<file path="src/rtl/noc_pkg.sv">
// Shared NoC definitions: flit type codes, length width and injector FSM encoding.
package noc_pkg;

    localparam int unsigned LEN_W = 12;

    localparam logic [2:0] FLIT_IDLE   = 3'b000;
    localparam logic [2:0] FLIT_HEADER = 3'b001;
    localparam logic [2:0] FLIT_BODY   = 3'b010;
    localparam logic [2:0] FLIT_TAIL   = 3'b100;

    typedef enum logic [5:0] {
        ST_IDLE  = 6'b000001,
        ST_REQ   = 6'b000010,
        ST_HEAD  = 6'b000100,
        ST_BODY  = 6'b001000,
        ST_TAIL  = 6'b010000,
        ST_ABORT = 6'b100000
    } state_e;

endpackage

</file>
<file path="src/rtl/flit_down_counter.sv">
// Remaining-flit down counter; the decrement saturates at 1 so the count never wraps.
module flit_down_counter
    import noc_pkg::*;
(
    input  logic             clk,
    input  logic             rst_n,
    input  logic             load_i,
    input  logic [LEN_W-1:0] load_val_i,
    input  logic             dec_i,
    output logic             is_one_o
);

    logic [LEN_W-1:0] count_q;
    logic [LEN_W-1:0] count_d;
    logic             is_one_q;

    always_comb begin
        count_d = count_q;
        if (load_i) begin
            count_d = load_val_i;
        end else if (dec_i && (count_q > LEN_W'(1))) begin
            count_d = count_q - LEN_W'(1);
        end
    end

    // is_one is registered from the next count so it is valid in the cycle the count is.
    always_ff @(posedge clk or negedge rst_n) begin
        if (!rst_n) begin
            count_q  <= '0;
            is_one_q <= 1'b0;
        end else begin
            count_q  <= count_d;
            is_one_q <= (count_d == LEN_W'(1));
        end
    end

    assign is_one_o = is_one_q;

endmodule

</file>
<file path="src/rtl/packet_injector.sv">
// Packet injector: takes a length descriptor, arbitrates for the port and emits
// header/body/tail flits, aborting the packet if the grant is lost mid-packet.
module packet_injector
    import noc_pkg::*;
#(
    parameter int unsigned DATA_W  = 32,
    parameter int unsigned MIN_LEN = 2
) (
    input  logic              clk,
    input  logic              rst,
    input  logic              pkt_valid,
    input  logic [11:0]       pkt_length,
    output logic              pkt_ready,
    input  logic [DATA_W-1:0] data_in,
    input  logic              data_valid,
    output logic              data_ready,
    output logic              req,
    input  logic              grant,
    output logic [2:0]        flit_id,
    output logic [11:0]       length,
    output logic [DATA_W-1:0] flit_data,
    output logic              flit_valid,
    output logic              done,
    output logic              abort
);

    localparam logic [LEN_W-1:0] MIN_LEN_L = LEN_W'(MIN_LEN);

    state_e           state_q;
    state_e           state_d;
    logic [LEN_W-1:0] len_q;
    logic [LEN_W-1:0] len_d;
    logic             done_q;
    logic             done_d;
    logic [LEN_W-1:0] len_clamped;
    logic             cnt_load;
    logic             cnt_dec;
    logic             cnt_is_one;

    assign len_clamped = (pkt_length < MIN_LEN_L) ? MIN_LEN_L : pkt_length;

    flit_down_counter u_remaining (
        .clk        (clk),
        .rst_n      (rst),
        .load_i     (cnt_load),
        .load_val_i (len_clamped - LEN_W'(1)),
        .dec_i      (cnt_dec),
        .is_one_o   (cnt_is_one)
    );

    // Next-state and per-state handshake decode; a flit moves only while grant is high.
    always_comb begin
        state_d    = state_q;
        len_d      = len_q;
        done_d     = 1'b0;
        cnt_load   = 1'b0;
        cnt_dec    = 1'b0;
        pkt_ready  = 1'b0;
        req        = 1'b0;
        flit_id    = FLIT_IDLE;
        length     = '0;
        flit_data  = '0;
        flit_valid = 1'b0;
        data_ready = 1'b0;
        abort      = 1'b0;

        case (state_q)
            ST_IDLE: begin
                pkt_ready = 1'b1;
                if (pkt_valid) begin
                    len_d    = len_clamped;
                    cnt_load = 1'b1;
                    state_d  = ST_REQ;
                end
            end
            ST_REQ: begin
                req       = 1'b1;
                flit_id   = FLIT_HEADER;
                length    = len_q;
                flit_data = DATA_W'(len_q);
                if (grant) begin
                    state_d = ST_HEAD;
                end
            end
            ST_HEAD: begin
                req       = 1'b1;
                flit_id   = FLIT_HEADER;
                length    = len_q;
                flit_data = DATA_W'(len_q);
                if (!grant) begin
                    state_d = ST_ABORT;
                end else begin
                    flit_valid = 1'b1;
                    cnt_dec    = 1'b1;
                    state_d    = cnt_is_one ? ST_TAIL : ST_BODY;
                end
            end
            ST_BODY: begin
                req        = 1'b1;
                flit_id    = FLIT_BODY;
                flit_data  = data_in;
                data_ready = grant;
                if (!grant) begin
                    state_d = ST_ABORT;
                end else if (data_valid) begin
                    flit_valid = 1'b1;
                    cnt_dec    = 1'b1;
                    if (cnt_is_one) begin
                        state_d = ST_TAIL;
                    end
                end
            end
            ST_TAIL: begin
                req        = 1'b1;
                flit_id    = FLIT_TAIL;
                flit_data  = data_in;
                data_ready = grant;
                if (!grant) begin
                    state_d = ST_ABORT;
                end else if (data_valid) begin
                    flit_valid = 1'b1;
                    done_d     = 1'b1;
                    state_d    = ST_IDLE;
                end
            end
            ST_ABORT: begin
                abort   = 1'b1;
                state_d = ST_IDLE;
            end
            default: begin
                state_d = ST_IDLE;
            end
        endcase
    end

    always_ff @(posedge clk or negedge rst) begin
        if (!rst) begin
            state_q <= ST_IDLE;
            len_q   <= '0;
            done_q  <= 1'b0;
        end else begin
            state_q <= state_d;
            len_q   <= len_d;
            done_q  <= done_d;
        end
    end

    assign done = done_q;

endmodule

</file>
<file path="config.mk">
export PLATFORM = sky130hd
export DESIGN_NAME = packet_injector
export DESIGN_NICKNAME = d
export VERILOG_FILES = /design/src/rtl/noc_pkg.sv /design/src/rtl/flit_down_counter.sv /design/src/rtl/packet_injector.sv
export SDC_FILE = /design/constraint.sdc
export NUM_CORES = 1
export LEC_CHECK = 0
export CAP_MARGIN = 0
export CELL_PAD_IN_SITES_DETAIL_PLACEMENT = 1
export CELL_PAD_IN_SITES_GLOBAL_PLACEMENT = 1
export CORE_MARGIN = 2
export CORE_UTILIZATION = 25
export DETAILED_ROUTE_END_ITERATION = 7
export PLACE_DENSITY = 0.73
export RECOVER_POWER = 100
export SYNTH_ARGS = -nofsm -noshare
export SYNTH_HDL_FRONTEND = slang
export SYNTH_SLANG_ARGS = --single-unit
</file>
<file path="constraint.sdc">
create_clock -name clk -period 3 [get_ports clk]
set_input_delay 0.75 -clock clk [delete_from_list [all_inputs] [get_ports clk]]
set_output_delay 0.75 -clock clk [all_outputs]
set_load 0.005 [all_outputs]
</file>
* Word level (Yosys, flattened, before mapping) *
Index checks and enable logic that the tools add are counted.

word-level totals
  memories = 0
  bits in read-only memories = 0
  word-level logic and storage cells = 55
  bits in registers = 32
  RAM bits = 0
  latch bits = 0

operators by class
  div/mod/pow operators = 0
  magnitude comparators = 2
  shift operators = 0
  mux-type cells = 28
  bitwise operators = 0
  multipliers = 0
  reductions and logical operators = 6
  equal/unequal tests = 12
  add/sub/neg operators = 2

operator list
  kind                                                            number
  one-hot mux 32 bit (2 select lines)                             1
  two-way mux 12 bit                                              4
  two-way mux 6 bit                                               8
  one-hot mux 6 bit (5 select lines)                              1
  subtractor 12 x 1 -> 12 bit, second input constant              2
  == test 12 x 1 -> 1 bit, second input constant                  1
  greater-than comparator 12 x 1 -> 1 bit, second input constant  1
  < comparator 12 x 2 -> 1 bit, second input constant             1
  two-way mux 1 bit                                               10
  one-hot mux 3 bit (3 select lines)                              1
  == test 6 x 1 -> 1 bit, second input constant                   1
  == test 6 x 2 -> 1 bit, second input constant                   1
  == test 6 x 3 -> 1 bit, second input constant                   1
  == test 6 x 4 -> 1 bit, second input constant                   1
  == test 6 x 5 -> 1 bit, second input constant                   1
  == test 6 bit, second input constant                            1
  != test 3 bit, second input constant                            2
  two-way mux 5 bit                                               1
  AND reduction 5 bit                                             1
  != test 2 bit, second input constant                            2
  one-hot mux 1 bit (2 select lines)                              2
  OR reduction 2 bit                                              2
  OR reduction 4 bit                                              1
  != test 3 x 2 -> 1 bit, second input constant                   1
  other kinds (2)                                                 2

* Logic depth before layout (Yosys ltp) *
  word-level depth = 7
  mapped depth = 12
  depth with buffers taken out = 11

* Hierarchy *
Synthesis repeated with hierarchy kept, for this count alone.

second synthesis, totals
  cells, all modules = 268
  area, all modules = 2377.3 µm²

modules (own cells, without submodules)
  module             cells each  seq. area each (µm²)  instances  area each (µm²)
  packet_injector    167         476.7                 1          1472.7
  flit_down_counter  101         325.3                 1          904.6

* Least setup slack after synthesis *
OpenSTA, ideal clock, no wires.

  kind = input to register
  from = input pkt_length[8]
  to = register u_remaining.is_one_q, in the netlist u_remaining.is_one_o
  data arrival time = 3.122 ns
  setup time = 0.096 ns
  path buffers = 0
  required time = 2.904 ns
  cell stages on the path = 11
  path slack = -0.217 ns
  cells stage by stage = nor4_1 -> nand4b_1 -> nand2_1 -> ha_1 -> or4b_2 -> o31a_1 -> nor3_1 -> a31oi_2 -> nor2_1 -> o2111ai_2 -> nor4_2

on the way
  word-level cells in the longest chain between the ends = 5

RTL lines
  item                             RTL line                 text
  from (decl)                      packet_injector.sv:12    input logic [11:0] pkt_length,
  < comparator 12 x 2 -> 1 bit     packet_injector.sv:40    assign len_clamped = (pkt_length < MIN_LEN_L) ? MIN_LEN_L : pkt_length;
  two-way mux 12 bit (*)           packet_injector.sv:40
  subtractor 12 x 1 -> 12 bit (*)  packet_injector.sv:46    .load_val_i (len_clamped - LEN_W'(1)),
  two-way mux 12 bit (*)           flit_down_counter.sv:19  if (load_i) begin
  net u_remaining.count_d[10]      flit_down_counter.sv:14  logic [LEN_W-1:0] count_d;
  == test 12 x 1 -> 1 bit (*)      flit_down_counter.sv:33  is_one_q <= (count_d == LEN_W'(1));
  to (signal assigned)             flit_down_counter.sv:33
  to (decl)                        flit_down_counter.sv:15  logic is_one_q;

Mark *: on every way through the listed nets, which the timed path passes. The rest lies on a longest branch.
A chain may end at the register's enable or synchronous reset.

* Worst setup path in the final report *
  from = register state_q[1]
  to = output flit_data[10]

on the way
  word-level cells in the longest chain between the ends = 3
  elaborated cells on any way between the ends = 7

RTL lines
  item                                            RTL line                text
  from (decl)                                     packet_injector.sv:29   state_e state_q;
  from (signal assigned)                          packet_injector.sv:142  state_q <= state_d;
  == test 6 x 5 -> 1 bit (tied with other cells)  packet_injector.sv:67   case (state_q)
  OR reduction 2 bit (no source line)             -
  one-hot mux 32 bit (2 select lines) (*)         packet_injector.sv:67
  to (decl)                                       packet_injector.sv:21   output logic [DATA_W-1:0] flit_data,

Every way passes the cells marked *; elsewhere a longest branch is shown, timed or not.

==> results.cfg <==
[finish]
syn2layout_area_growth_pct = 78.4
drive_above_1_share = 0.240
diodes = 0
stdcell_area_um2 = 4050
fin_nets = 467
fillCellCount = 1043

[sta]
slew_viol_final = 33
whs_ns = 0.470
grt_setup_unrepaired = yes
maxSlewHeadroom = -0.242
tightest_slew_ns = 1.86
finalSetupTns_ns = -0.0537
clock_skew_ns = 0.00598
setup_viol = 4
fmax_mhz = 331
hold_viol = 0
timing.final.ws_setup_ns = -0.0236
period_share = 1.01
period_minus_slack_ns = 3.02

[critical_path]
criticalPathCategory = reg2out
cpMaxStageDelayCell = clkdlybuf4s50_1
cp_slowest_stage_delay_ns = 0.50
cp.arrival_ns = 2.27
timing.critical_path.to_type = primary output
cp.required_ns = 2.25
worstPathCellList = nor4_4, and3b_2, or2_4, clkbuf_16, a21o_1, clkdlybuf4s50_1
worstPathMaxFanout = 15
ff2ff_path_depth = 10
start_kind = flip-flop

[global_route]
grt_pass1_wl_um = 13500
grt_max_degree = 35
gr-usage-all-layers = 0.169
grt.busiest_layer = met2
antenna_found_initial = 0
gr-usage-met3 = 0.0323
overflow = 0
grt_util_met2 = 0.319
grt_use_met1 = 0.199
grt_pass1_vias = 2754

[clock_network]
cts_hold_buf = 0
clock_sink_count = 32
clk_pin_slew_ns = 0.07
h-tree-depth = 2
cts_made_buffers = 5
cts_tree = done
cts-root-buf = clkbuf_8
clk_path_buf_depth = 2
clock_latency_ns = 0.29

[synth]
netlist_area_um2 = 2270
syn-num-nets = 319
netlist.area_leader.share = 0.341
synth_edf_count = 0
syn_avg_cell_area_um2 = 8.51
synth_cell_types = 51
synth.area.top_cells = dfrtp_1 (34%), and2_1 (9.1%), nand2_1 (6.3%)
seq_area_frac_synth = 0.353
yosysWarnings = 0
synth_seq_cells = 32
synth_common_cells = nand2_1 (38), and2_1 (33), dfrtp_1 (31)
synth.most_common_cell = nand2_1
synthArstFlopShare = 1.00
ys.flop_type = dfrtp_1
yosysTopAreaCell = dfrtp_1
synth_cells = 267

[detailed_routing]
drtPass1Iterations = 4
via_per_inst = 5.02
drc = 0
wl_per_cell_um = 16.8
wirelength_um = 8780
vias = 2628
drtIter0Drc = 47
postRouteAntennaNets = 0

[floorplan]
dieArea_um2 = 9870
fp-row-count = 34
fp.dieW_um = 99.3
die_height_um = 99.3
ios = 102
core-area_um2 = 8760
initial_utilization = 0.259

[status]
violations = capacitance limit, slew limit, setup timing
status = finished, violations left

[place]
dpl_cell_area_um2 = 3710
dp_hpwl_um = 6530
globalplace.congestion = 0.793
io_buffer_count = 101

[power_and_ir_drop]
ir_drop_v = 0.000348
p_per_area_nw_per_um2 = 610
power_leakage_nw = 2.24

[worst_hold_path]
holdPathStages = 2
hold_class = reg2reg

[flow_run]
max_cap_violations = 1
-- placed cells by master (no fill, tap or decap), types with 7 or more instances in the layout --
cell type,synthesis,routed
dlymetal6s2s_1,0,22
a21o_1,13,13
clkbuf_8,0,7
dfrtp_1,31,28
and2_1,33,30
buf_4,0,48
clkdlybuf4s50_1,0,58
dlygate4sd2_1,0,11
nand2_1,38,37
inv_1,9,9
nand3_1,7,7
nor2_1,17,15
o21ai_0,10,10
-- path summary, 6_finish.rpt --
kind / from / to / slack [ns]
worst min register to register: len_q[7] / len_q[7] / 0.47
worst max-delay path: state_q[1] / flit_data[10] / -0.02
worst max register to register: state_q[1] / u_remaining.is_one_o / 0.12
worst min-delay path: len_q[7] / len_q[7] / 0.47
min in group asynchronous: rst / done / 1.51
max in group asynchronous: rst / state_q[1] / 0.28
-- layer usage --
metal | vias to the layer above | wire length (µm)
met1 | 1293 | 3700
met3 | 9 | 426
met5 | - | 0
met2 | 67 | 4580
li1 | 1259 | -
met4 | 0 | 69
-- where the power goes --
| part | internal, W | switching (W) |
|---|---|---|
| clock network | 0.000210 | 0.000170 |
| logic | 0.000691 | 0.000617 |
| registers | 0.000617 | 0.000167 |
-- cell type report --
cell class	instances	area, µm²	share of cell area
timing repair buffer	153	1470	0.362
clock buffer	8	100	0.0247
multi-input combinational	214	1510	0.373
sequential	32	806	0.199
inverter	9	33.8	0.00833
tap	108	135	0.0333
-- repair_timing --
action / 4_1_cts / 5_1_grt
cloned: 0 / 2
pin swaps: 13 / 9
setup endpoints to repair: 50 / 39
resized for setup: 55 / 27
setup buffers: 5 / 8
-- kinds of logic (layout without fill, tap and decap cells) --
kind of cell / Yosys count / in the layout / synth area share
compound gates: 56 / 56 / 0.184
xor+xnor: 11 / 11 / 0.0424
fa+ha+maj: 3 / 3 / 0.0165
buf+inv: 22 / 170 / 0.0363
flops: 32 / 32 / 0.353
mux: 2 / 2 / 0.00881
simple gates: 141 / 142 / 0.358
-- flip-flops by register name, indices dropped and copies added, names as in the netlist --
signal                cells
u_remaining.is_one_o      1
u_remaining.count_q      12
state_q                   6
done                      1
len_q                    12
-- stage by stage --
step,instances,setup WS [ns],util,power (W)
floorplan,267,0.00318,-,0.00137
global placement,501,-0.453,0.423,0.00193
detailed placement,501,-0.611,0.423,0.00198
CTS,514,-0.0337,0.445,0.00243
global route,524,-0.109,0.463,0.00266
finish,524,-0.0236,0.463,0.00247
-- worst max-delay path: cells and delay by family, from the launching register on --
kind / cells / cell delay, ns
compound gates: 1 / 0.11
buf+inv: 2 / 0.67
flops: 1 / 0.46
simple gates: 3 / 0.75
(Power assumes the default switching activity.)
